<file path="config.mk">
export PLATFORM = sky130hd
export DESIGN_NAME = lane_vote_deser_flat
export DESIGN_NICKNAME = d
export VERILOG_FILES = /design/src/rtl/lane_vote_deser_if.sv /design/src/rtl/lane_vote_deser.sv /design/src/flat_wrapper.sv
export SDC_FILE = /design/constraint.sdc
export NUM_CORES = 1
export LEC_CHECK = 0
export CAP_MARGIN = 30
export CORE_MARGIN = 2
export CORE_UTILIZATION = 48
export DETAILED_ROUTE_END_ITERATION = 7
export GPL_TIMING_DRIVEN = 1
export PLACE_DENSITY_LB_ADDON = 0.12
export SYNTH_ARGS = -nofsm -noshare
export SYNTH_HDL_FRONTEND = slang
export SYNTH_SLANG_ARGS = --single-unit
</file>
<file path="constraint.sdc">
create_clock -name i_clk -period 3.15 [get_ports i_clk]
set_input_delay 0.315 -clock i_clk [delete_from_list [all_inputs] [get_ports i_clk]]
set_output_delay 0.315 -clock i_clk [all_outputs]
set_load 0.05 [all_outputs]
</file>
<file path="src/rtl/lane_vote_deser_if.sv">
// lane_vote_deser_if: word output handshake of the lane-vote deserializer.
// master drives data/valid, slave drives ready.
interface lane_vote_deser_if #(
   parameter int DATA_W = 8
);
   logic [DATA_W-1:0] o_data;
   logic              o_valid;
   logic              i_ready;

   modport master (
      output o_data,
      output o_valid,
      input  i_ready
   );

   modport slave (
      input  o_data,
      input  o_valid,
      output i_ready
   );
endinterface

</file>
<file path="src/rtl/lane_vote_deser.sv">
// lane_vote_deser: majority-votes a replicated lane bus, flags lane
// disagreement, and deserializes voted bits MSB-first into a 2-entry FIFO.
module lane_vote_deser #(
   parameter int LANES  = 8,
   parameter int DATA_W = 8,
   parameter int ERR_W  = 16
) (
   input  logic               i_clk,
   input  logic               i_rst,
   input  logic [LANES-1:0]   i_x,
   input  logic               i_en,
   lane_vote_deser_if.master  bus,
   output logic               o_mismatch,
   output logic [ERR_W-1:0]   o_err_cnt,
   output logic               o_overflow
);

   localparam int PW = $clog2(LANES + 1);
   localparam int CW = $clog2(DATA_W);
   localparam logic [PW-1:0] HALF = PW'(LANES / 2);
   localparam logic [CW-1:0] LAST = CW'(DATA_W - 1);

   typedef enum logic [1:0] {
      S_EMPTY,
      S_ONE,
      S_FULL
   } fifo_st_t;

   fifo_st_t            state, state_d;
   logic [DATA_W-1:0]   ent0, ent0_d;
   logic [DATA_W-1:0]   ent1, ent1_d;
   logic                ovf_d;

   logic [PW-1:0]       pop;
   logic                vote;
   logic                mism;
   logic [CW-1:0]       cnt;
   logic [DATA_W-2:0]   sreg;
   logic [DATA_W-1:0]   word;
   logic                push;
   logic                deq;

   // Population count of the lane bus
   always_comb begin
      pop = '0;
      for (int i = 0; i < LANES; i++) begin
         pop = pop + PW'(i_x[i]);
      end
   end

   // Majority vote; a tie falls back to lane 0
   always_comb begin
      vote = i_x[0];
      unique case (1'b1)
         (pop > HALF):  vote = 1'b1;
         (pop < HALF):  vote = 1'b0;
         (pop == HALF): vote = i_x[0];
      endcase
   end

   assign mism = (|i_x) && !(&i_x);
   assign word = {sreg, vote};
   assign push = i_en && (cnt == LAST);
   assign deq  = bus.o_valid && bus.i_ready;

   // Mismatch flag and saturating disagreement counter
   always_ff @(posedge i_clk) begin
      if (i_rst) begin
         o_mismatch <= 1'b0;
         o_err_cnt  <= '0;
      end else if (i_en) begin
         o_mismatch <= mism;
         if (mism && (o_err_cnt != '1)) begin
            o_err_cnt <= o_err_cnt + ERR_W'(1);
         end
      end
   end

   // Bit counter and shift register; only the low DATA_W-1 bits are kept
   // because the MSB of the full register is never read
   always_ff @(posedge i_clk) begin
      if (i_rst) begin
         cnt  <= '0;
         sreg <= '0;
      end else if (i_en) begin
         sreg <= word[DATA_W-2:0];
         if (cnt == LAST) begin
            cnt <= '0;
         end else begin
            cnt <= cnt + CW'(1);
         end
      end
   end

   // FIFO state, entries and sticky overflow
   always_ff @(posedge i_clk) begin
      if (i_rst) begin
         state      <= S_EMPTY;
         ent0       <= '0;
         ent1       <= '0;
         o_overflow <= 1'b0;
      end else begin
         state      <= state_d;
         ent0       <= ent0_d;
         ent1       <= ent1_d;
         o_overflow <= ovf_d;
      end
   end

   // FIFO next state: ent0 is always the head
   always_comb begin
      state_d = state;
      ent0_d  = ent0;
      ent1_d  = ent1;
      ovf_d   = o_overflow;
      case (state)
         S_EMPTY: begin
            if (push) begin
               state_d = S_ONE;
               ent0_d  = word;
            end
         end
         S_ONE: begin
            if (push && deq) begin
               ent0_d = word;
            end else if (push) begin
               state_d = S_FULL;
               ent1_d  = word;
            end else if (deq) begin
               state_d = S_EMPTY;
            end
         end
         S_FULL: begin
            if (push && deq) begin
               ent0_d = ent1;
               ent1_d = word;
            end else if (deq) begin
               state_d = S_ONE;
               ent0_d  = ent1;
            end else if (push) begin
               ovf_d = 1'b1;
            end
         end
         default: begin
            state_d = S_EMPTY;
         end
      endcase
   end

   assign bus.o_valid = (state != S_EMPTY);
   assign bus.o_data  = ent0;

endmodule

</file>
<file path="src/flat_wrapper.sv">
// flat-port wrapper written by rule: the top's interface ports become plain ports
module lane_vote_deser_flat 
#(
   parameter int LANES  = 8,
   parameter int DATA_W = 8,
   parameter int ERR_W  = 16
)
  (i_clk, i_rst, i_x, i_en, o_mismatch, o_err_cnt, o_overflow, bus_o_data, bus_o_valid, bus_i_ready);
  lane_vote_deser_if #(.DATA_W(DATA_W)) bus_i ();
  input  logic i_clk;
  input  logic i_rst;
  input  logic [LANES-1:0] i_x;
  input  logic i_en;
  output logic o_mismatch;
  output logic [ERR_W-1:0] o_err_cnt;
  output logic o_overflow;
  output wire logic [$bits(bus_i.o_data)-1:0] bus_o_data;
  output wire logic [$bits(bus_i.o_valid)-1:0] bus_o_valid;
  input wire logic [$bits(bus_i.i_ready)-1:0] bus_i_ready;
  assign bus_o_data = bus_i.o_data;
  assign bus_o_valid = bus_i.o_valid;
  assign bus_i.i_ready = bus_i_ready;
  lane_vote_deser #(.LANES(LANES), .DATA_W(DATA_W), .ERR_W(ERR_W)) u_core (.i_clk(i_clk), .i_rst(i_rst), .i_x(i_x), .i_en(i_en), .bus(bus_i), .o_mismatch(o_mismatch), .o_err_cnt(o_err_cnt), .o_overflow(o_overflow));
endmodule
</file>
==> run metrics <==
RSZ-0062 raised after global routing=false; cts bufs inserted=5; commonest non-fill, non-tap cell in the layout=dfxtp_1; clock transition at the registers of the reported paths=90 ps; vias in the first global route=approximately 1700; EDFF count, synth=0; final instance area=between 3000 and 4000 um^2; sequential area share after synthesis=a little under two fifths; ant diodes=0; via count=a little under 2000; first-pass iteration count of the detailed router=4; pwr/cell area=392 nW/um^2; Chip Height=roughly 75 um; Clk Latency, worst-skew pair=290 ps; pin count of the biggest net entering global routing=62; final wirelength=roughly 4.8 mm; CTS Root Cell=clkbuf_8; Req. time, crit path=between 3000 and 4000 ps; Worst Hold Class=primary input to flop; nets=~330; CTS Hold Buffers Added=0; Primary FF master, synth=dfxtp_1; crit path kind=primary input to flop; CP max FO=3; minimum clock period=around 3000 ps; leading area contributor after synthesis=dfxtp_1; area delta synth->final=24.0%; Leakage=around 1.2 nW; Routed WL per cell=~13 um; max cap viols=0; Post-Syn Area=~2400 um^2; max-slew violations=0; num ports=39; Final Non-Filler Cells=~370; IR drop worst, VDD=between 0.0003 and 0.0004 V; yosys warns=0; synthesized flop and latch total=between 40 and 50; die width=~75 um; GP Congestion=about 0.76; Initial Util=50.8%; setup bufs post-CTS=0; initial antenna violation count=0; Worst Skew=6.47 ps; DRC Markers=0; Least-Margin Pin Slew=664 ps; Post-Syn Instances=266; CTS HTree Levels=2; DRT iter0 DRCs=roughly 130; final setup fails=0; Final HPWL DP=between 3 and 4 mm; max_slew headroom=55.7%; IO Port Bufs=38; Final Hold Vio Count=0; CTS sink count=between 40 and 50; Total Routing Usage GR=between 10% and 20%; Syn Nets=around 290; CTS max path bufs=2; type of destination of the critical path=flop; full die area=between 5000 and 6000 um^2; Avg Cell Area, Syn=9.19 um^2; Cell variety after synth=42; global-route wire length before repair=7.91 mm; Peak Freq=between 300 and 400 MHz; placed inst area=2880 um^2; total power=~1.2 mW; post-detailed-route count of antenna-violating nets=0; Critical Path Source Type=primary input; critical path arrival=~3200 ps; Tcrit/Tclk final=about 96%; status=complete, no violations; Inst Count DP=364; post-route setup TNS=0 ps; Avg Vias per Cell=5.33; Core ar.=4820 um^2; share of post-route cells with drive strength above 1=15.0%; async set or reset register ratio after synthesis=0%; share of the synthesized area in the top cell type=37.7%; commonest non-fill, non-tap cells in the layout=46 x dfxtp_1, 45 x nor2_1, 35 x clkdlybuf4s50_1; GRT overflow=0; Area contributors post-synth=dfxtp_1 38%, mux2i_1 9.4%, nor2_1 6.9%, mux2_2 6.4%, nor2b_1 4.6%; CTS tree=done; site row count=25
-- Yosys cell counts (all sizes together) (2+ instances only) --
cell / count
mux2: 14
and3: 5
nand3b: 2
nand4: 7
and4: 4
nor2: 45
o31ai: 2
fa: 4
o21a: 2
a211oi: 9
buf: 8
mux2i: 23
nor4: 13
ha: 7
nor2b: 18
a21oi: 6
nand2b: 4
clkbuf: 7
dfxtp: 46
o311ai: 2
nand3: 3
nand2: 6
inv: 14
nor4b: 2
-- sequential cells by signal, indices dropped and copies added, names as in the netlist --
signal / count
u_core.o_err_cnt: 16
u_core.bus.o_data: 8
u_core.ent1: 8
u_core.sreg: 7
u_core.cnt: 3
u_core.state: 2
u_core.o_mismatch: 1
u_core.o_overflow: 1
-- worst max-delay path, stage by stage --
cell and delay (ps):
clkdlybuf4s50_1 510, inv_1 70, fa_1 500, fa_1 430, fa_2 360, inv_2 70
fa_1 420, inv_2 70, a31oi_2 100, o311ai_1 240, a21oi_1 100
-- logic make-up after synthesis --
| group | count (synthesis) | share of synthesized area [%] |
|---|---|---|
| xor+xnor | 2 | 0.717 |
| buf+inv | 29 | 5.42 |
| simple gates | 115 | 25.2 |
| fa+ha+maj | 11 | 6.86 |
| mux | 37 | 15.9 |
| flops | 46 | 37.7 |
| compound gates | 26 | 8.24 |
-- stage by stage --
step                      worst slack (ps)  util (%)  hold slack, ps
after global routing                  11.8      62.9             429
after CTS                             1.41      62.3             481
after detailed placement              -626      59.9             460
after floorplan                       76.9         -             449
final                                  138      62.9             397
after global placement                -549      59.9             450
-- layout make-up --
type	count	area (um^2)
Fill cell	443	1790
Multi-Input combinational cell	191	1410
Sequential cell	46	921
Timing Repair Buffer	47	450
Tap cell	67	83.8
Clock buffer	6	72.6
Inverter	14	52.6
Clock inverter	2	37.5
-- power breakdown --
part           switching, mW  internal (mW)  total [mW]
clock network          0.195          0.237       0.432
logic                 0.0892         0.0698       0.159
registers            0.00817          0.589       0.598
-- metal layers --
layer  vias up  wire (um)  track usage, %
li1       1024          -               -
met1       929       2490            26.1
met3         4        197            3.44
met5         -          0               0
met2        31       2110            26.9
met4         0         40            6.43
-- worst paths after layout --
path	start	end	slack [ps]	depth (start not counted)
hold / removal	i_rst	u_core.o_err_cnt[14]	400	3
setup reg to reg	u_core.o_err_cnt[0]	u_core.o_err_cnt[14]	1070	5
setup / recovery	i_x[4]	u_core.bus.o_data[0]	140	11
hold reg to reg	u_core.o_overflow	u_core.o_overflow	470	2
-- timing repair --
item                       in CTS  in global routing
pin swaps                       6                  6
setup endpoints to repair       3                  3
resized for setup               7                  7
Note: power is estimated with default switching activity, not from simulation.
